### src/rtl/data_mem_ctrl_if.sv
// data_mem_ctrl_if: request/acknowledge data-memory bus between the MEM-stage
// access controller (master) and the wait-stated data memory (slave).
interface data_mem_ctrl_if #(
    parameter int ADDR_W = 32
);
    logic              bus_req;
    logic              bus_we;
    logic [ADDR_W-1:0] bus_addr;
    logic [3:0]        bus_be;
    logic [31:0]       bus_wdata;
    logic              bus_ack;
    logic [31:0]       bus_rdata;

    modport master (
        output bus_req, bus_we, bus_addr, bus_be, bus_wdata,
        input  bus_ack, bus_rdata
    );

    modport slave (
        input  bus_req, bus_we, bus_addr, bus_be, bus_wdata,
        output bus_ack, bus_rdata
    );
endinterface

### src/rtl/data_mem_ctrl.sv
// data_mem_ctrl: multi-cycle load/store controller for the MEM stage.
// Freezes the pipeline while a req/ack access runs on the data-memory bus,
// forces a bus error after TIMEOUT unacknowledged request cycles, and
// aligns/extends load data into the registered `read` word.
// Optional macro MISALIGN_TRAP_EN: misaligned half/word accesses are trapped
// in IDLE (no bus cycle, AddrExc pulse) instead of ignoring low address bits.
module data_mem_ctrl #(
    parameter int ADDR_W  = 32,
    parameter int TIMEOUT = 255
) (
    input  logic              clk,
    input  logic              rst_n,
    input  logic              MemRead,
    input  logic              MemWrite,
    input  logic [1:0]        Size,
    input  logic              Unsigned,
    input  logic [ADDR_W-1:0] Addr,
    input  logic [31:0]       WriteData,
    output logic              Stall,
    output logic [31:0]       read,
    output logic              ReadValid,
    output logic              BusError,
    output logic              AddrExc,
    data_mem_ctrl_if.master   bus
);
    typedef enum logic [1:0] {IDLE, REQ, DONE} state_t;

    // Counter value seen during the last permitted request cycle.
    localparam logic [7:0] CNT_LAST = 8'(TIMEOUT - 1);

    state_t     state_q, state_d;
    logic       we_q, uns_q, err_q, exc_q;
    logic [1:0] size_q, off_q;
    logic [7:0] cnt_q;
    logic       start, trap, finish_ok, finish_to, misaligned, stall_c;

    function automatic logic [31:0] extract_load(input logic [31:0] rdata,
                                                 input logic [1:0]  size,
                                                 input logic        uns,
                                                 input logic [1:0]  off);
        logic [7:0]  b;
        logic [15:0] h;
        logic [31:0] r;
        b = rdata[8*off +: 8];
        h = off[1] ? rdata[31:16] : rdata[15:0];
        case (size)
            2'b00:   r = {{24{b[7] & ~uns}}, b};
            2'b01:   r = {{16{h[15] & ~uns}}, h};
            default: r = rdata;
        endcase
        return r;
    endfunction

    function automatic logic [3:0] lane_be(input logic [1:0] size, input logic [1:0] off);
        logic [3:0] be;
        case (size)
            2'b00:   be = 4'b0001 << off;
            2'b01:   be = off[1] ? 4'b1100 : 4'b0011;
            default: be = 4'b1111;
        endcase
        return be;
    endfunction

    function automatic logic [31:0] lane_wdata(input logic [1:0] size, input logic [31:0] wd);
        logic [31:0] w;
        case (size)
            2'b00:   w = {4{wd[7:0]}};
            2'b01:   w = {2{wd[15:0]}};
            default: w = wd;
        endcase
        return w;
    endfunction

`ifdef MISALIGN_TRAP_EN
    assign misaligned = ((Size == 2'b01) && Addr[0]) || (Size[1] && (Addr[1:0] != 2'b00));
`else
    assign misaligned = 1'b0;
`endif

    // State register.
    always_ff @(posedge clk or negedge rst_n) begin
        if (!rst_n) state_q <= IDLE;
        else        state_q <= state_d;
    end

    // Next state, stall and access start/finish decode.
    always_comb begin
        state_d   = state_q;
        stall_c   = 1'b0;
        start     = 1'b0;
        trap      = 1'b0;
        finish_ok = 1'b0;
        finish_to = 1'b0;
        case (state_q)
            IDLE: begin
                if (MemRead || MemWrite) begin
                    // Gated so that Stall reads 0 while reset is held.
                    stall_c = rst_n;
                    start   = 1'b1;
                    if (misaligned) begin
                        trap    = 1'b1;
                        state_d = DONE;
                    end else begin
                        state_d = REQ;
                    end
                end
            end
            REQ: begin
                stall_c = 1'b1;
                if (bus.bus_ack) begin
                    finish_ok = 1'b1;
                    state_d   = DONE;
                end else if (cnt_q == CNT_LAST) begin
                    finish_to = 1'b1;
                    state_d   = DONE;
                end
            end
            DONE:    state_d = IDLE;
            default: state_d = IDLE;
        endcase
    end

    assign Stall       = stall_c;
    assign bus.bus_req = (state_q == REQ);
    assign ReadValid   = (state_q == DONE) && !we_q && !err_q && !exc_q;
    assign BusError    = (state_q == DONE) && err_q;
`ifdef MISALIGN_TRAP_EN
    assign AddrExc     = (state_q == DONE) && exc_q;
`else
    assign AddrExc     = 1'b0;
`endif

    // Request latch, timeout counter and load result register.
    always_ff @(posedge clk or negedge rst_n) begin
        if (!rst_n) begin
            we_q          <= 1'b0;
            uns_q         <= 1'b0;
            err_q         <= 1'b0;
            exc_q         <= 1'b0;
            size_q        <= 2'b00;
            off_q         <= 2'b00;
            cnt_q         <= 8'd0;
            bus.bus_we    <= 1'b0;
            bus.bus_addr  <= '0;
            bus.bus_be    <= 4'b0000;
            bus.bus_wdata <= 32'd0;
            read          <= 32'd0;
        end else begin
            if (start) begin
                // A simultaneous read+write request is handled as a write.
                we_q          <= MemWrite;
                uns_q         <= Unsigned;
                size_q        <= Size;
                off_q         <= Addr[1:0];
                err_q         <= 1'b0;
                exc_q         <= trap;
                cnt_q         <= 8'd0;
                bus.bus_we    <= MemWrite;
                bus.bus_addr  <= {Addr[ADDR_W-1:2], 2'b00};
                bus.bus_be    <= lane_be(Size, Addr[1:0]);
                bus.bus_wdata <= lane_wdata(Size, WriteData);
            end
            if (state_q == REQ) cnt_q <= cnt_q + 8'd1;
            if (finish_ok && !we_q) read <= extract_load(bus.bus_rdata, size_q, uns_q, off_q);
            if (finish_to) begin
                err_q <= 1'b1;
                if (!we_q) read <= 32'd0;
            end
        end
    end
endmodule

### src/flat_wrapper.sv
// flat-port wrapper written by rule: the top's interface ports become plain ports
module data_mem_ctrl_flat 
#(
    parameter int ADDR_W  = 32,
    parameter int TIMEOUT = 255
)
  (clk, rst_n, MemRead, MemWrite, Size, Unsigned, Addr, WriteData, Stall, read, ReadValid, BusError, AddrExc, bus_bus_req, bus_bus_we, bus_bus_addr, bus_bus_be, bus_bus_wdata, bus_bus_ack, bus_bus_rdata);
  data_mem_ctrl_if #(.ADDR_W(ADDR_W)) bus_i ();
  input  logic clk;
  input  logic rst_n;
  input  logic MemRead;
  input  logic MemWrite;
  input  logic [1:0] Size;
  input  logic Unsigned;
  input  logic [ADDR_W-1:0] Addr;
  input  logic [31:0] WriteData;
  output logic Stall;
  output logic [31:0] read;
  output logic ReadValid;
  output logic BusError;
  output logic AddrExc;
  output wire logic [$bits(bus_i.bus_req)-1:0] bus_bus_req;
  output wire logic [$bits(bus_i.bus_we)-1:0] bus_bus_we;
  output wire logic [$bits(bus_i.bus_addr)-1:0] bus_bus_addr;
  output wire logic [$bits(bus_i.bus_be)-1:0] bus_bus_be;
  output wire logic [$bits(bus_i.bus_wdata)-1:0] bus_bus_wdata;
  input wire logic [$bits(bus_i.bus_ack)-1:0] bus_bus_ack;
  input wire logic [$bits(bus_i.bus_rdata)-1:0] bus_bus_rdata;
  assign bus_bus_req = bus_i.bus_req;
  assign bus_bus_we = bus_i.bus_we;
  assign bus_bus_addr = bus_i.bus_addr;
  assign bus_bus_be = bus_i.bus_be;
  assign bus_bus_wdata = bus_i.bus_wdata;
  assign bus_i.bus_ack = bus_bus_ack;
  assign bus_i.bus_rdata = bus_bus_rdata;
  data_mem_ctrl #(.ADDR_W(ADDR_W), .TIMEOUT(TIMEOUT)) u_core (.clk(clk), .rst_n(rst_n), .MemRead(MemRead), .MemWrite(MemWrite), .Size(Size), .Unsigned(Unsigned), .Addr(Addr), .WriteData(WriteData), .Stall(Stall), .read(read), .ReadValid(ReadValid), .BusError(BusError), .AddrExc(AddrExc), .bus(bus_i));
endmodule
### config.mk
export PLATFORM = sky130hd
export DESIGN_NAME = data_mem_ctrl_flat
export DESIGN_NICKNAME = d
export VERILOG_FILES = /design/src/rtl/data_mem_ctrl_if.sv /design/src/rtl/data_mem_ctrl.sv /design/src/flat_wrapper.sv
export SDC_FILE = /design/constraint.sdc
export NUM_CORES = 1
export LEC_CHECK = 0
export ABC_AREA = 1
export CAP_MARGIN = 10
export CORE_MARGIN = 2
export CORE_UTILIZATION = 46
export CTS_BUF_LIST = sky130_fd_sc_hd__clkbuf_8
export CTS_CLUSTER_SIZE = 24
export DETAILED_ROUTE_END_ITERATION = 10
export MAX_ROUTING_LAYER = met4
export PLACE_DENSITY = 0.83
export SLEW_MARGIN = 10
export SYNTH_ARGS = -nofsm -noshare
export SYNTH_HDL_FRONTEND = slang
export SYNTH_SLANG_ARGS = --single-unit
### constraint.sdc
create_clock -name clk -period 1.7 [get_ports clk]
set_clock_uncertainty 0.1 [all_clocks]
set_input_delay 0.34 -clock clk [delete_from_list [all_inputs] [get_ports clk]]
set_output_delay 0.34 -clock clk [all_outputs]
set_load 0.03 [all_outputs]
# == Yosys cells after proc, flatten, opt, wreduce, memory -nomap -nowiden ==
# Index checks and enable logic that the tools add are counted.
# totals
regBits,115
inputBits,104
out_inout_bits,106
elab_cells,62
# classes
addsub,1
eq_ne,7
n_shift,2
muxes,25
bitwise,3
n_reduce_logical,13
# op_table
op,n
32-bit case mux with 2 select lines,2
32-bit 2-to-1 mux,3
32-bit by 6-bit indexed part select with 8-bit output,1
16-bit 2-to-1 mux,1
8-bit 2-to-1 mux,2
1-bit 2-to-1 mux,10
8-bit by 1-bit adder with 8-bit output (second input constant),1
8-bit == test (second input constant),1
4-bit case mux with 2 select lines,1
2-bit by 1-bit == test with 1-bit output (second input constant),3
2-bit zero test,3
2-bit 2-to-1 mux,3
1-bit logical AND,4
4-bit 2-to-1 mux,1
2-bit case mux with 2 select lines,1
2-bit nonzero test,2
1-bit by 2-bit << shifter with 4-bit output (first input constant),1
3-bit by 1-bit inequality test with 1-bit output (second input constant),1
1-bit bitwise AND,2
2-bit == test (second input constant),1
1-bit zero test,2
2-bit by 1-bit inequality test with 1-bit output (second input constant),1
1-bit case mux with 2 select lines,1
2-bit AND reduction,1
other kinds (2),2

# == Logic depth before layout (Yosys ltp) ==
# Gate-level depths: netlist (run 1).
# logic_depth
depth_word,6
ltp_mapped,11
depth_no_buf,11

# == Worst setup path before layout (run 1) ==
# Ideal clock, no wire load.
# synth_path
path_type,register -> output
from,register u_core.state_q[0]
to,output ReadValid
arrival_ns,1.338
t_required_ns,1.260
setup_slack_ns,-0.078
stages_incl_launch_ff,3
path_buffers,0
cell_sequence,dfrtp_1 -> or2_2 -> nor3_1
# synth_via
elab_chain_len,3
# synth_lines
element,line,source
start: declaration,data_mem_ctrl.sv:31,"state_t state_q, state_d;"
start signal: assignment,data_mem_ctrl.sv:83,else state_q <= state_d;
2-bit == test,data_mem_ctrl.sv:125,assign ReadValid = (state_q == DONE) && !we_q && !err_q && !exc_q;
1-bit logical AND (2 in series),data_mem_ctrl.sv:125,
end: declaration,flat_wrapper.sv:19,output logic ReadValid;
# Every way passes these cells.

# == Final worst setup path (run 1) ==
# layout_path
from,register u_core.state_q[1]
to,register u_core.read[3]
# layout_via
elab_chain_len,6
elab_cells_between_ends,7
classes_between,1 x eq/ne; 5 x mux; 1 x reduce/logical
# layout_lines
element,line,source
2-bit by 1-bit == test with 1-bit output *,data_mem_ctrl.sv:94,case (state_q)
1-bit 2-to-1 mux,data_mem_ctrl.sv:94,
1-bit logical AND,data_mem_ctrl.sv:164,"if (finish_ok && !we_q) read <= extract_load(bus.bus_rdata, size_q, uns_q, off_q);"
32-bit 2-to-1 mux,data_mem_ctrl.sv:164,
32-bit 2-to-1 mux,data_mem_ctrl.sv:167,if (!we_q) read <= 32'd0;
32-bit 2-to-1 mux *,data_mem_ctrl.sv:165,if (finish_to) begin
end signal: assignment,data_mem_ctrl.sv:164,
end: declaration,data_mem_ctrl.sv:20,"output logic [31:0] read,"
# Every way passes the cells marked *; elsewhere a longest branch is shown, timed or not.
# A chain may end at the register's enable or synchronous reset.

==> run summary, run 1 <==
clock power share: 0.187
total track usage: 0.283
power per cell area: 1960 nW/um2
Routed WL per cell: 17.1 um
synth warn: 0
DRC violations left: 0
Rows: 40
ANT cells: 0
worst hold margin: 332 ps
grt ovf: 0
H-Tree Depth: 4
Clock Latency Late Sink: 440 ps
vias: 6121
drt first pass iters: 9
Slew Limit Headroom: 0.567
vias per cell: 5.43
CP peak stage delay: 400 ps
cells along the critical path: inv_2 > buf_6 > buf_6 > nand2_8 > buf_6 > nor3_4 > buf_12 > nand3_1 > a21oi_2 > nor2_1
CTS sink count: 115
Leak: 4.65 nW
# setup viols final: 31
Least-Margin Pin Slew: 650 ps
DPL Wire Length: 12.1 mm
setup TNS: -2470 ps
vias in the first global route: 5761
pre-CTS setup slack: -179 ps
first-pass GRT wire length: 27.9 mm
Max Cap Viol: 0
worst ir drop on vdd: 1.13 mV
CTS clock-pin slew for the worst setup and hold paths: 80 ps
P_sw: 8.14 mW
Critical path buffers and inverters: 5
# fillers: 828
port bufs: 206
cell mode on critical path: buf_6
Distinct cells, synth: 29
fin crit share: 1.12
sequential power share: 0.267
status: finished with violations
DIE HEIGHT: 114 um
initial core utilization: 0.466
full die area: 12900 um2
Final #Nets: 1074
DP Area: 8060 um2
CTS tree: yes
crit path launch type: register
gp weighted congestion: 0.926
core area: 11900 um2
Reg area: 2880 um2
Sw Ratio: 0.459
initial antenna violation count: 0
Synth Cell Area: 5530 um2
crit path DAT: 2110 ps
R2R setup slack: -200 ps
class of the worst hold path: in -> reg
CTS root buf: clkbuf_8
critical path fanouts, max: 8
Final min period: 1900 ps
TritonCTS buffer count: 17
Max Fclk: 0.526 GHz
area grow syn2layout: 63.9%
maximum clock path buffer count: 2
routed wire length: 19.2 mm
Post-Synthesis Cells: 716
Multi-input gate area: 2640 um2
syn_area_per_cell: 7.72 um2
post-route cell area: 9060 um2
share of layout cells above drive strength 1: 0.180
P_int: 9.61 mW
Final Hold Vio Count: 0
critical path capture point type: register
Top delay family on crit path: buffers and inverters
DRT iter0 DRCs: 506
crit path kind: reg -> reg
setup slack after layout: -202 ps
slowest cell on the critical path: dfrtp_1
Final Max Slew Viols: 0
failing checks: setup timing
Seq/Total Area, Yosys: 0.521
total power: 17.7 mW
Die Width: 114 um
Routed Antenna Nets: 0
Worst EP required: 1910 ps
number of synthesized register bits: 115
pin count of the biggest net entering global routing: 116
number of I/O pins: 210
unrepaired setup endpoints after global routing: true
Combinational Power Share: 0.546
## worst reg2reg max path, cell delays in order, from the launching register on
cell     delay [ps]
dfrtp_1         400
inv_2            70
buf_6           100
buf_6           100
nand2_8          70
buf_6           140
nor3_4          260
buf_12          200
nand3_1         120
a21oi_2         150
nor2_1           70
## cells in the mapped netlist
master | count | area share
a21oi_1 | 31 | 0.028
a31oi_1 | 4 | 0.0045
a41oi_1 | 3 | 0.0048
buf_2 | 19 | 0.017
buf_4 | 4 | 0.0054
buf_6 | 4 | 0.0082
clkbuf_1 | 13 | 0.0088
clkinv_2 | 1 | 0.00090
conb_1 | 1 | 0.00068
dfrtp_1 | 115 | 0.52
ha_1 | 2 | 0.0045
inv_1 | 28 | 0.019
inv_2 | 4 | 0.0027
inv_4 | 1 | 0.0011
nand2_1 | 324 | 0.22
nand2_2 | 3 | 0.0034
nand2_4 | 2 | 0.0041
nand3_1 | 54 | 0.049
nand3_2 | 3 | 0.0054
nor2_1 | 28 | 0.019
nor2_8 | 1 | 0.0036
nor3_1 | 3 | 0.0027
nor3_2 | 1 | 0.0018
o211ai_1 | 1 | 0.0014
o21ai_0 | 56 | 0.051
o21ai_1 | 5 | 0.0045
o21ai_4 | 1 | 0.0029
o22ai_1 | 2 | 0.0023
or2_2 | 2 | 0.0023
## layout make-up
class	instances	area share
Clock buffer	20	0.0304
Clock inverter	12	0.0257
Inverter	34	0.0153
Multi-Input combinational cell	529	0.291
Sequential cell	115	0.318
Tap cell	147	0.0203
Timing Repair Buffer	271	0.299
## placed cells by master, fill, tap and decap left out, types with 2 or more instances in the layout
cell type and n:
buf_6 11, inv_2 5, o21ai_1 6, nand2_2 20, o21ai_2 3, inv_4 2
a41oi_1 3, a21oi_2 9, nand3_4 7, clkbuf_16 4, nor2_1 24, inv_1 27
dlygate4sd2_1 88, nand2_1 298, nand2_4 9, clkdlybuf4s15_1 11, a21oi_1 22, bufinv_16 7
nand2_8 2, o21ai_0 51, nor2_4 2, ha_1 2, clkdlybuf4s50_1 101, buf_8 2
nor3_1 2, clkinv_2 4, nor3_4 2, buf_12 13, nand3_1 44, conb_1 3
buf_4 38, nor2_2 2, dfrtp_1 115, clkbuf_8 20, a31oi_1 4, o21ai_4 2
nand3_2 6
## logic make-up after synthesis
logic type,share of synthesized area
other cells,0.000679
fa+ha+maj,0.00453
compound gates,0.0992
simple gates,0.311
buf+inv,0.0634
flops,0.521
## layer usage
metal,routed length [um],vias up,GRT usage
li1,-,2787,-
met1,7360,2871,0.348
met2,9510,396,0.453
met3,1820,67,0.0770
met4,554,0,0.0967
met5,0,-,-
## worst paths after layout
check                                              from                      end  cells past startpoint
worst max-delay path                  u_core.state_q[1]           u_core.read[3]                     10
worst min-delay path                           Addr[12]  u_core.bus.bus_addr[12]                      3
worst max register to register        u_core.state_q[1]           u_core.read[3]                     10
worst min register to register  u_core.bus.bus_addr[12]  u_core.bus.bus_addr[12]                      2
max in group asynchronous                         rst_n  u_core.bus.bus_addr[14]                      3
min in group asynchronous                         rst_n        u_core.state_q[1]                      3
## timing repair
| action | in CTS | in global routing |
|---|---|---|
| hold endpoints to repair | 115 | 0 |
| resized for setup | 116 | 106 |
| cloned | 0 | 5 |
| endpoints found under the setup margin | 103 | 75 |
| hold buffers | 1 | 0 |
| buffers inserted | 6 | 5 |
| pin swaps | 2 | 31 |
## power by group through the flow
stage	sequential, mW	combinational (mW)	clock (mW)
after floorplan	6.83	3.20	0
after global placement	4.75	9.13	0
after detailed placement	4.74	9.27	0
after CTS	4.69	8.73	3.31
after global routing	4.87	10.4	3.45
final	4.74	9.69	3.31
## metrics by stage
step,util,cells
6_report,0.764,1128
5_1_grt,0.764,1128
4_1_cts,0.720,1118
3_5_place_dp,0.679,1079
3_3_place_gp,0.679,1079
2_1_floorplan,-,718
No activity file was read; power rests on OpenSTA's default activity.
==> run 2: changes to the inputs <==
--- a/config.mk
+++ b/config.mk
@@ -8,12 +8,12 @@
 export ABC_AREA = 1
 export CAP_MARGIN = 10
 export CORE_MARGIN = 2
-export CORE_UTILIZATION = 46
+export CORE_UTILIZATION = 49
 export CTS_BUF_LIST = sky130_fd_sc_hd__clkbuf_8
-export CTS_CLUSTER_SIZE = 24
+export CTS_CLUSTER_SIZE = 28
 export DETAILED_ROUTE_END_ITERATION = 10
 export MAX_ROUTING_LAYER = met4
-export PLACE_DENSITY = 0.83
+export PLACE_DENSITY = 0.88
 export SLEW_MARGIN = 10
 export SYNTH_ARGS = -nofsm -noshare
 export SYNTH_HDL_FRONTEND = slang
==> constraint.sdc (replaced) <==
create_clock -name clk -period 2.2 [get_ports clk]
set_clock_uncertainty 0.1 [all_clocks]
set_input_delay 0.44 -clock clk [delete_from_list [all_inputs] [get_ports clk]]
set_output_delay 0.44 -clock clk [all_outputs]
set_load 0.03 [all_outputs]
==> run summary, run 2 (synthesized netlist as in run 1, its figures left out) <==
status: complete, no violations
Final #Nets: 1026
number of I/O pins: 210
Reg area: 2880 um2
area grow syn2layout: 47.2%
DIE HEIGHT: 110 um
core area: 10900 um2
total track usage: 0.280
# setup viols final: 0
port bufs: 206
vias in the first global route: 5219
initial core utilization: 0.505
DRT iter0 DRCs: 271
most common cell after layout, fill and taps aside: nand2_1
gp weighted congestion: 0.913
Rows: 38
class of the worst hold path: in -> async
full die area: 12100 um2
fin crit share: 0.969
Least-Margin Pin Slew: 604 ps
share of layout cells above drive strength 1: 0.0750
postcts setup bufs: 0
TritonCTS buffer count: 17
vias: 5508
commonest cells after routing, fill and taps aside: nand2_1, clkdlybuf4s50_1, dfrtp_1
maximum clock path buffer count: 2
crit path DAT: 1590 ps
DRC violations left: 0
Max Fclk: 0.469 GHz
CTS clock-pin slew for the worst setup and hold paths: 70 ps
vias per cell: 5.13
worst ir drop on vdd: 0.971 mV
crit path launch type: register
Max Cap Viol: 0
Multi-input gate area: 2310 um2
grt ovf: 0
CTS sink count: 115
Die Width: 110 um
H-Tree Depth: 4
RR Startpoint: u_core.cnt_q[0]
Clock Latency Late Sink: 420 ps
crit path launch: u_core.state_q[0]
hold buffers post-CTS: 0
initial antenna violation count: 0
crit path kind: reg -> out
Leak: 3.98 nW
CTS root buf: clkbuf_8
first-pass GRT wire length: 25.3 mm
Worst EP required: 1660 ps
DPL Wire Length: 11.5 mm
Final Util: 0.744
power per cell area: 1530 nW/um2
routed wire length: 16.2 mm
Routed WL per cell: 15.1 um
Final Max Slew Viols: 0
critical path capture point type: primary output
pin count of the biggest net entering global routing: 116
Slew Limit Headroom: 0.598
critical path fanouts, max: 3
Final min period: 2130 ps
CTS tree: yes
drt first pass iters: 5
unrepaired setup endpoints after global routing: false
# fillers: 836
setup TNS: 0 ps
Routed Antenna Nets: 0
Final Hold Vio Count: 0
ANT cells: 0
[run 2: cell types whose count changed in the layout (fill, tap and decap cells not counted), moves of 11 or more]
cell / previous run / this run
buf_4: 38 / 15
buf_6: 11 / 0
clkdlybuf4s50_1: 101 / 200
dlygate4sd2_1: 88 / 1
nand2_1: 298 / 324
nand2_2: 20 / 3
[run 2: area by class of cell]
cell class | instances | area share
sequential | 115 | 0.354
clock inverter | 12 | 0.0160
clock buffer | 20 | 0.0339
tap | 140 | 0.0215
timing repair buffer | 223 | 0.274
multi-input combinational | 529 | 0.284
inverter | 34 | 0.0162
[run 2: path summary, 6_finish.rpt]
kind	end	slack (ps)	depth (start not counted)
setup / recovery	BusError	70	3
hold / removal	u_core.cnt_q[3]	20	2
setup reg to reg	u_core.read[2]	440	10
hold reg to reg	u_core.bus.bus_addr[3]	380	2
max in group asynchronous	u_core.bus.bus_addr[3]	1530	2
min in group clk	u_core.bus.bus_addr[3]	380	2
[run 2: worst max-delay path: stages (launching register included)]
cell and delay [ps]:
dfrtp_1 400, or2_2 320, nor2_1 90, clkdlybuf4s15_1 370
[run 2: power by group]
part / internal (mW) / switching, mW / leakage [nW]
clock: 1.10 / 0.896 / 0.199
sequential: 3.07 / 0.605 / 1.42
combinational: 2.60 / 4.17 / 2.36
[run 2: per-stage QoR]
stage | std cells | setup slack, ps | power, mW | hold slack (ps) | area, um2
2_1_floorplan | 718 | 322 | 7.74 | 44.4 | 5530
3_3_place_gp | 1041 | 139 | 10.4 | 361 | 7730
3_5_place_dp | 1041 | 123 | 10.5 | 364 | 7730
4_1_cts | 1073 | 23.9 | 12.5 | 44.5 | 8130
5_1_grt | 1073 | 4.52 | 13.2 | 30.0 | 8130
6_report | 1073 | 68.5 | 12.4 | 18.3 | 8130
[run 2: routing by layer]
metal	GRT usage	part of all wire
met1	0.346	0.41
met2	0.427	0.47
met3	0.107	0.10
met4	0.0875	0.019
met5	-	0
[run 2: timing repair]
item / CTS / global route
pin swaps: 0 / 0
setup endpoints to repair: 3 / 3
resized for setup: 6 / 4
==> run 3: changes to the inputs <==
--- a/config.mk
+++ b/config.mk
@@ -10,6 +10,7 @@
 export CORE_MARGIN = 2
 export CORE_UTILIZATION = 49
 export CTS_BUF_LIST = sky130_fd_sc_hd__clkbuf_8
+export CTS_CLUSTER_DIAMETER = 100
 export CTS_CLUSTER_SIZE = 28
 export DETAILED_ROUTE_END_ITERATION = 10
 export MAX_ROUTING_LAYER = met4
==> results of run 3 <==
Final layout, timing and power as in run 2 (identical DEF).
